<file path="src/rtl/a20_pkg.sv">
// Shared constants for counter cell II: counter index order, octal addresses and the
// arbitration helper. Index order is also the service priority (index 0 wins).
package a20_pkg;

  localparam int unsigned NumCtr = 20;

  // Counter slots in priority order, lowest octal address first.
  typedef enum logic [4:0] {
    Ctr24, Ctr25, Ctr26, Ctr27, Ctr30, Ctr31, Ctr32, Ctr33, Ctr34, Ctr35,
    Ctr36, Ctr37, Ctr40, Ctr41, Ctr50, Ctr51, Ctr52, Ctr53, Ctr54, Ctr55
  } ctr_e;

  // Octal address per slot: [5:3] high digit, [2:0] low digit.
  localparam logic [5:0] CtrAddr [NumCtr] = '{
    6'o24, 6'o25, 6'o26, 6'o27, 6'o30, 6'o31, 6'o32, 6'o33, 6'o34, 6'o35,
    6'o36, 6'o37, 6'o40, 6'o41, 6'o50, 6'o51, 6'o52, 6'o53, 6'o54, 6'o55
  };

  // Slots 32..41 carry a minus request alongside the plus one.
  localparam logic [NumCtr-1:0] HasMinus = 20'h03FC0;

  // Keep only the lowest-index set bit.
  function automatic logic [NumCtr-1:0] lowest_one(input logic [NumCtr-1:0] v);
    logic [NumCtr-1:0] r;
    r = '0;
    for (int i = NumCtr - 1; i >= 0; i--) begin
      if (v[i]) begin
        r    = '0;
        r[i] = 1'b1;
      end
    end
    return r;
  endfunction

endpackage

</file>
<file path="src/rtl/a20_req_cell.sv">
// One request flip-flop: rising-edge detect of an increment pulse, held until cleared.
module a20_req_cell (
  input  logic clk,
  input  logic rst,
  input  logic pulse,
  input  logic clr,
  output logic pend
);

  logic prev_q;
  logic pend_q;

  // Edge sets the request once per rising edge; a fresh edge beats a same-cycle clear.
  always_ff @(posedge clk) begin
    if (!rst) begin
      prev_q <= 1'b0;
      pend_q <= 1'b0;
    end else begin
      prev_q <= pulse;
      if (pulse && !prev_q) begin
        pend_q <= 1'b1;
      end else if (clr) begin
        pend_q <= 1'b0;
      end
    end
  end

  assign pend = pend_q;

endmodule

</file>
<file path="src/rtl/a20_counter_cell_ii.sv">
// Counter cell II: latches involuntary-counter requests for 24-41 and 50-55, arbitrates the
// lowest pending address per service slot and drives select/direction/reset strobes.
// Optional build macro A20_SIMUL_CANCEL_EN: simultaneous plus and minus on one counter cancel.
module a20_counter_cell_ii
  import a20_pkg::*;
(
  input  logic CLOCK,
  input  logic rst,
  input  logic T1P, T2P, T3P, T4P, T5P, T6P,
  input  logic CDUXP, CDUXM, CDUYP, CDUYM, CDUZP, CDUZM,
  input  logic TRNP, TRNM, SHAFTP, SHAFTM,
  input  logic PIPXP, PIPXM, PIPYP, PIPYM, PIPZP, PIPZM,
  input  logic CDUXD, CDUYD, CDUZD, TRUND, SHAFTD, THRSTD,
  input  logic BKTF_, CGA20, CG26, RSSB,
  input  logic OCTAD2, OCTAD3, OCTAD4, OCTAD6,
  input  logic XB2, XB3, XB4, XB7,
  input  logic CA5_, CXB0_, CXB1_, CXB5_, CXB6_,
  output logic CA2_, CA3_, CA4_, CA6_,
  output logic CXB2_, CXB3_, CXB4_, CXB7_,
  output logic C24A, C25A, C26A, C27A, C30A, C31A, C32A, C33A, C34A, C35A,
  output logic C36A, C37A, C40A, C41A, C50A, C51A, C52A, C53A, C54A, C55A,
  output logic C24R, C25R, C26R, C27R, C30R, C31R, C32R, C33R, C34R, C35R,
  output logic C36R, C37R, C40R, C41R, C50R, C51R, C52R, C53R, C54R, C55R,
  output logic C32P, C33P, C34P, C35P, C36P, C37P, C40P, C41P,
  output logic C32M, C33M, C34M, C35M, C36M, C37M, C40M, C41M,
  output logic CG11, CG12, CG13, CG14, CG21, CG22, CG23, CG24
);

  logic [NumCtr-1:0] plus_in, plus_pend, minus_pend, pend, elig, clr_plus;
  logic [NumCtr-1:0] dec, r_raw, a_raw;
  logic [7:0]        minus_in, cxb_n;
  logic [5:2]        ca_n;
  logic              grant;

  assign plus_in  = {THRSTD, SHAFTD, TRUND, CDUZD, CDUYD, CDUXD, PIPZP, PIPYP, PIPXP, SHAFTP,
                     TRNP, CDUZP, CDUYP, CDUXP, T6P, T5P, T4P, T3P, T1P, T2P};
  assign minus_in = {PIPZM, PIPYM, PIPXM, SHAFTM, TRNM, CDUZM, CDUYM, CDUXM};

  // Full active-low address decode: own buffered digits plus decodes from neighbouring cells.
  assign ca_n  = {CA5_, ~OCTAD4, ~OCTAD3, ~OCTAD2};
  assign cxb_n = {~XB7, CXB6_, CXB5_, ~XB4, ~XB3, ~XB2, CXB1_, CXB0_};

  for (genvar i = 0; i < NumCtr; i++) begin : g_ctr
    assign dec[i] = ~ca_n[CtrAddr[i][5:3]] & ~cxb_n[CtrAddr[i][2:0]];

    a20_req_cell u_plus (
      .clk   (CLOCK),
      .rst   (rst),
      .pulse (plus_in[i]),
      .clr   (clr_plus[i]),
      .pend  (plus_pend[i])
    );

    if (HasMinus[i]) begin : g_minus
      logic clr_m;
`ifdef A20_SIMUL_CANCEL_EN
      assign clr_m = r_raw[i] | (plus_pend[i] & minus_pend[i]);
`else
      // With both pending, the reset strobe retires only the plus request serviced this slot.
      assign clr_m = r_raw[i] & ~plus_pend[i];
`endif
      a20_req_cell u_minus (
        .clk   (CLOCK),
        .rst   (rst),
        .pulse (minus_in[i-6]),
        .clr   (clr_m),
        .pend  (minus_pend[i])
      );
    end else begin : g_no_minus
      assign minus_pend[i] = 1'b0;
    end
  end

  assign pend  = plus_pend | minus_pend;
  assign r_raw = {NumCtr{RSSB}} & dec;
  assign grant = ~BKTF_ & CGA20 & ~CG26;

`ifdef A20_SIMUL_CANCEL_EN
  // Opposing requests on one counter net to zero: never selected, both dropped next edge.
  assign elig     = pend & ~(plus_pend & minus_pend);
  assign clr_plus = r_raw | (plus_pend & minus_pend);
`else
  assign elig     = pend;
  assign clr_plus = r_raw;
`endif

  // Priority select: lowest eligible address wins the slot when this cell holds the grant.
  always_comb begin
    a_raw = '0;
    if (grant) begin
      a_raw = lowest_one(elig);
    end
  end

  // All outputs forced inactive while reset is held.
  assign {C55A, C54A, C53A, C52A, C51A, C50A, C41A, C40A, C37A, C36A,
          C35A, C34A, C33A, C32A, C31A, C30A, C27A, C26A, C25A, C24A} = a_raw & {NumCtr{rst}};
  assign {C55R, C54R, C53R, C52R, C51R, C50R, C41R, C40R, C37R, C36R,
          C35R, C34R, C33R, C32R, C31R, C30R, C27R, C26R, C25R, C24R} = r_raw & {NumCtr{rst}};
  assign {C41P, C40P, C37P, C36P, C35P, C34P, C33P, C32P} =
         a_raw[13:6] & plus_pend[13:6] & {8{rst}};
  assign {C41M, C40M, C37M, C36M, C35M, C34M, C33M, C32M} =
         a_raw[13:6] & minus_pend[13:6] & ~plus_pend[13:6] & {8{rst}};

  assign CG11 = rst & (|pend[3:0]);
  assign CG12 = rst & (|pend[7:4]);
  assign CG13 = rst & (|pend[11:8]);
  assign CG14 = rst & (|pend[13:12]);
  assign CG21 = rst & (|pend[15:14]);
  assign CG22 = rst & (|pend[17:16]);
  assign CG23 = rst & (|pend[19:18]);
  assign CG24 = rst & (|pend);

  assign CA2_  = ~(OCTAD2 & rst);
  assign CA3_  = ~(OCTAD3 & rst);
  assign CA4_  = ~(OCTAD4 & rst);
  assign CA6_  = ~(OCTAD6 & rst);
  assign CXB2_ = ~(XB2 & rst);
  assign CXB3_ = ~(XB3 & rst);
  assign CXB4_ = ~(XB4 & rst);
  assign CXB7_ = ~(XB7 & rst);

endmodule

</file>
<file path="config.mk">
export PLATFORM = sky130hd
export DESIGN_NAME = a20_counter_cell_ii
export DESIGN_NICKNAME = d
export VERILOG_FILES = /design/src/rtl/a20_pkg.sv /design/src/rtl/a20_req_cell.sv /design/src/rtl/a20_counter_cell_ii.sv
export SDC_FILE = /design/constraint.sdc
export NUM_CORES = 1
export LEC_CHECK = 0
export ABC_AREA = 1
export CORE_UTILIZATION = 47
export CTS_BUF_LIST = sky130_fd_sc_hd__clkbuf_8 sky130_fd_sc_hd__clkbuf_16
export DETAILED_ROUTE_END_ITERATION = 10
export GPL_ROUTABILITY_DRIVEN = 0
export GPL_TIMING_DRIVEN = 0
export PLACE_DENSITY = 0.86
export SLEW_MARGIN = 40
export SYNTH_ARGS = -nofsm -noshare
export SYNTH_HDL_FRONTEND = slang
export SYNTH_HIERARCHICAL = 1
export SYNTH_SLANG_ARGS = --single-unit
</file>
<file path="constraint.sdc">
create_clock -name CLOCK -period 2.7 [get_ports CLOCK]
set_clock_uncertainty 0.1 [all_clocks]
set_input_delay 0.54 -clock CLOCK [delete_from_list [all_inputs] [get_ports CLOCK]]
set_output_delay 0.54 -clock CLOCK [all_outputs]
set_load 0.02 [all_outputs]
</file>
After elaboration in Yosys (flattened, before gate mapping)
Index checks and enable logic that the tools add are counted.
W data, S select, Z words.

cells by class
  mux-type cells = 77
  bitwise operators = 79
  reduce and logical (&&, ||, !) cells = 92

operators with widths
  cell                 count
  $mux W20             21
  $and A20 B20 Y20     3
  $mux W1              56
  $reduce_bool A2 Y1   28
  $and A1 B1 Y1        46
  $and A8 B8 Y8        5
  $logic_and A1 B1 Y1  28
  $logic_not A1 Y1     28
  $not A1 Y1           23
  $or A20 B14 Y20      1
  $reduce_or A20 Y1    1
  $reduce_or A4 Y1     3
  $not A8 Y8           1
  $reduce_or A2 Y1     4

storage, ports and cells
  flip-flop bits (word level) = 56
  input port bits = 47
  output and inout bits = 72
  logic and storage cells = 304

Depth between registers and ports, before layout
  depth in word-level cells = 25
  depth in mapped cells = 7
  gate-level depth less buffers = 7

Hierarchy
The synthesis kept the hierarchy.

modules (own cells, without submodules)
  module               cells an instance  area each (um^2)  seq. area each (um^2)  instances
  a20_req_cell         9                  68.8              40.0                   28
  a20_counter_cell_ii  218                1066.0            0.0                    1

Worst setup path before layout
No wires, ideal clock.

  kind = input to output
  start = input port BKTF_
  end = output port C50A
  arrival time = 1483 ps
  setup slack = 577 ps
  stages on the path = 5
  buffers on the path = 0
  required time = 2060 ps
  path through = inv_1 > nand3_1 > nor2_4 > nand2_4 > nor3_1

between the ends
  longest elaborated chain between the ends = 5

RTL lines
  item                         line                       source
  start: declaration           a20_counter_cell_ii.sv:14  input logic BKTF_, CGA20, CG26, RSSB,
  $not A1 Y1                   a20_counter_cell_ii.sv:76  assign grant = ~BKTF_ & CGA20 & ~CG26;
  $and A1 B1 Y1 (2 in series)  a20_counter_cell_ii.sv:76
  $mux W20                     a20_counter_cell_ii.sv:90  if (grant) begin
  $and A20 B20 Y20             a20_counter_cell_ii.sv:97  C35A, C34A, C33A, C32A, C31A, C30A, C27A, C26A, C25A, C24A} = a_raw & {NumCtr{rst}};
  end: declaration             a20_counter_cell_ii.sv:21  output logic C36A, C37A, C40A, C41A, C50A, C51A, C52A, C53A, C54A, C55A,

Every way passes these cells.

Worst setup path in the final report
  start = input port BKTF_
  end = output port C27A

between the ends
  longest elaborated chain between the ends = 5

RTL lines
  item                         line                       source
  $not A1 Y1                   a20_counter_cell_ii.sv:76
  $and A1 B1 Y1 (2 in series)  a20_counter_cell_ii.sv:76
  $mux W20                     a20_counter_cell_ii.sv:90
  $and A20 B20 Y20             a20_counter_cell_ii.sv:97
  end: declaration             a20_counter_cell_ii.sv:20  output logic C24A, C25A, C26A, C27A, C30A, C31A, C32A, C33A, C34A, C35A,

Every way passes these cells.

==> reports/metrics.cfg <==
[outcome]
status=finished clean

[global_routing]
antenna_found_initial=0
grt_start_max_net_pins=45
gr-usage-all-layers_pct=26.29
grt_pass1_vias=3064
grt_overflow=0
grt_pass1_wl_um=13370

[logic_synthesis]
synth_edf_count=0
ys_warn_count=6
synth_cell_types=25
synthDominantCellAreaShare_pct=37.46
netlist_area_um2=2993
ys_ff_latch=56
synth_area_leaders=dfxtp_1, inv_1, nand2_1
yosysMostFrequentCell=inv_1
postSynthAreaPerCell_um2=6.368
synth-async-reset-ratio_pct=0
yosysTopAreaCell=dfxtp_1
yosys-top-cells-count=inv_1, nand2_1, nor2_1, nand3_1, dfxtp_1
synth_nets=517
ys_seq_area_share_pct=37.46
ys.flop_type=dfxtp_1
postSynthCellCount=470

[clock_tree]
cts_tree=built
numCtsBuffers=5
clk_path_buf_depth=2
path_clk_slew_ns=0.10
postCtsSetupRepairBufs=0
htree_num_levels=2
clk_latency_ns=0.31
cts_sinks=56
root_buffer=clkbuf_8

[die]
die_y_um=81.80
fp.dieW_um=81.80
dieArea_um2=6691
ios=119
rows=28
start_util_pct=49.67
core_um2=6026

[critical_path]
crit_type=input pin to output port
timing.critical_path.to_type=output port
path_common_cell=nand2_1
worstPathRequired_ns=2.06
crit_path_start=BKTF_
critical_path.top_delay_family=buffers and inverters
critPathBufInv=3
critPathLaunchType=input pin
crit_fanout=2
crit_slowest_cell=clkdlybuf4s50_1
cp_num_cells=7
path_cells=clkdlybuf4s50_1 -> inv_1 -> nand2_1 -> nor2_1 -> nand2_1 -> nor4_1 -> dlygate4sd2_1
crit_arrival_ns=2.01
reg2reg_slack_ns=1.78
crit_path_max_incr_delay_ns=0.40
worstRegToRegCells=4
r2r-start=g_ctr[12].u_plus/pend

[routing]
wl_per_cell_um=12.70
vias=3213
drt-total-wl_um=8559
drt_iter0_markers=150
antenna_left=0
drc=0
via_per_inst=4.767
drtPass1Iterations=6

[timing]
slew_headroom_pct=73.10
drv_slew=0
layout_setup_ws_ns=0.05216
worstMarginPinSlew_ns=0.4023
tns_ns=0
fin_crit_ns=2.648
rsz0062_at_grt=true
period_share_pct=98.07
clock.fmax_mhz=377.7
final_hold_viol_count=0
timing.hold.ws_ns=0.3808
setup_viol=0

[power_and_ir_drop]
leakagePower_nw=2.500
pwr_density_cell_nw_per_um2=423.7
irDropWorstVdd_v=0.0002462

[min_path]
worstHoldPathCells=3
hold_class=register to register
min_from=g_ctr[19].u_plus/prev_q

[final_layout]
regArea_um2=1121
syn_to_final_growth_pct=45.86
drive_gt1_share_pct=13.52
n_antenna_cell=0
multi_input_area_um2=1391
fill_cells=507
nNetsFinal=645

[flow_run]
max-cap-violations=0

[place]
dp_hpwl_um=6352
numPortBuffers=118
place_ws_ns=-0.6015

[worst min-delay path, stage by stage, from the launching register on]
cell,delay [ns]
dfxtp_1,0.32
inv_1,0.03
nand3_1,0.05
nand2_1,0.04
[sequential cells by signal, summed over array words and instances, names as in the netlist]
signal                        flops
g_ctr.u_plus/pend                20
g_ctr.g_minus.u_minus/pend        8
g_ctr.u_plus/prev_q              20
g_ctr.g_minus.u_minus/prev_q      8
[kinds of logic (layout without fill, tap and decap cells)]
logic type	Yosys count	count (layout)	share of synthesized area, %
flops	56	56	37.46
buf+inv	129	258	16.64
simple gates	283	283	45.57
compound gates	2	2	0.3341
[layout by cell type (no fill, tap or decap), types with 2 or more instances in the layout]
cell	count
clkbuf_2	13
dlygate4sd2_1	38
nand3b_1	4
inv_1	118
nand2_1	90
clkdlybuf4s15_2	3
clkbuf_8	6
buf_16	2
nor3_1	19
nand3_1	61
buf_4	2
dfxtp_1	56
nand2_2	3
nand2_4	10
clkdlybuf4s15_1	4
nor2_4	4
nor2_1	67
nor2_2	18
clkdlybuf4s50_1	52
buf_2	7
dlymetal6s2s_1	3
inv_2	5
[stage by stage]
step / instances / instance area, µm² / util [%] / power, W
after detailed placement: 664 / 4285 / 71.12 / 0.001382
after CTS: 673 / 4385 / 72.78 / 0.001850
after floorplan: 470 / 2993 / - / 0.001179
after global placement: 663 / 4268 / 70.83 / 0.001368
final: 674 / 4365 / 72.45 / 0.001850
after global routing: 674 / 4365 / 72.45 / 0.001938
[metal layers]
layer / GRT usage (%) / vias to the layer above / wire [µm]
li1: - / 1648 / -
met1: 30.40 / 1444 / 3598
met4: 6.667 / 0 / 104
met5: 0 / - / 0
met2: 47.85 / 113 / 4125
met3: 6.556 / 8 / 731
[power by group]
group | switching, W | internal [W] | total [W]
Sequential | 0.0000457 | 0.000889 | 0.000935
Clock | 0.000272 | 0.000206 | 0.000478
Combinational | 0.000250 | 0.000188 | 0.000437
Total | 0.000568 | 0.00128 | 0.00185
[final timing paths]
kind,endpoint
hold / removal,g_ctr[19].u_plus/pend
setup reg to reg,g_ctr[12].g_minus.u_minus/pend
setup / recovery,C27A
hold reg to reg,g_ctr[19].u_plus/pend
[layout make-up]
cell class,instances,share of cell area (%)
timing repair buffer,121,26.63
sequential,56,25.68
inverter,124,10.83
clock inverter,2,0.2580
multi-input combinational,285,31.87
buffer,5,0.6879
clock buffer,6,1.892
tap,75,2.150
[repair_timing]
action,CTS,global route
cloned,1,1
gates resized for setup,87,43
hold buffers,0,0
pin swaps,1,1
endpoints found under the setup margin,72,29
Power figures use the tool's default switching activity.
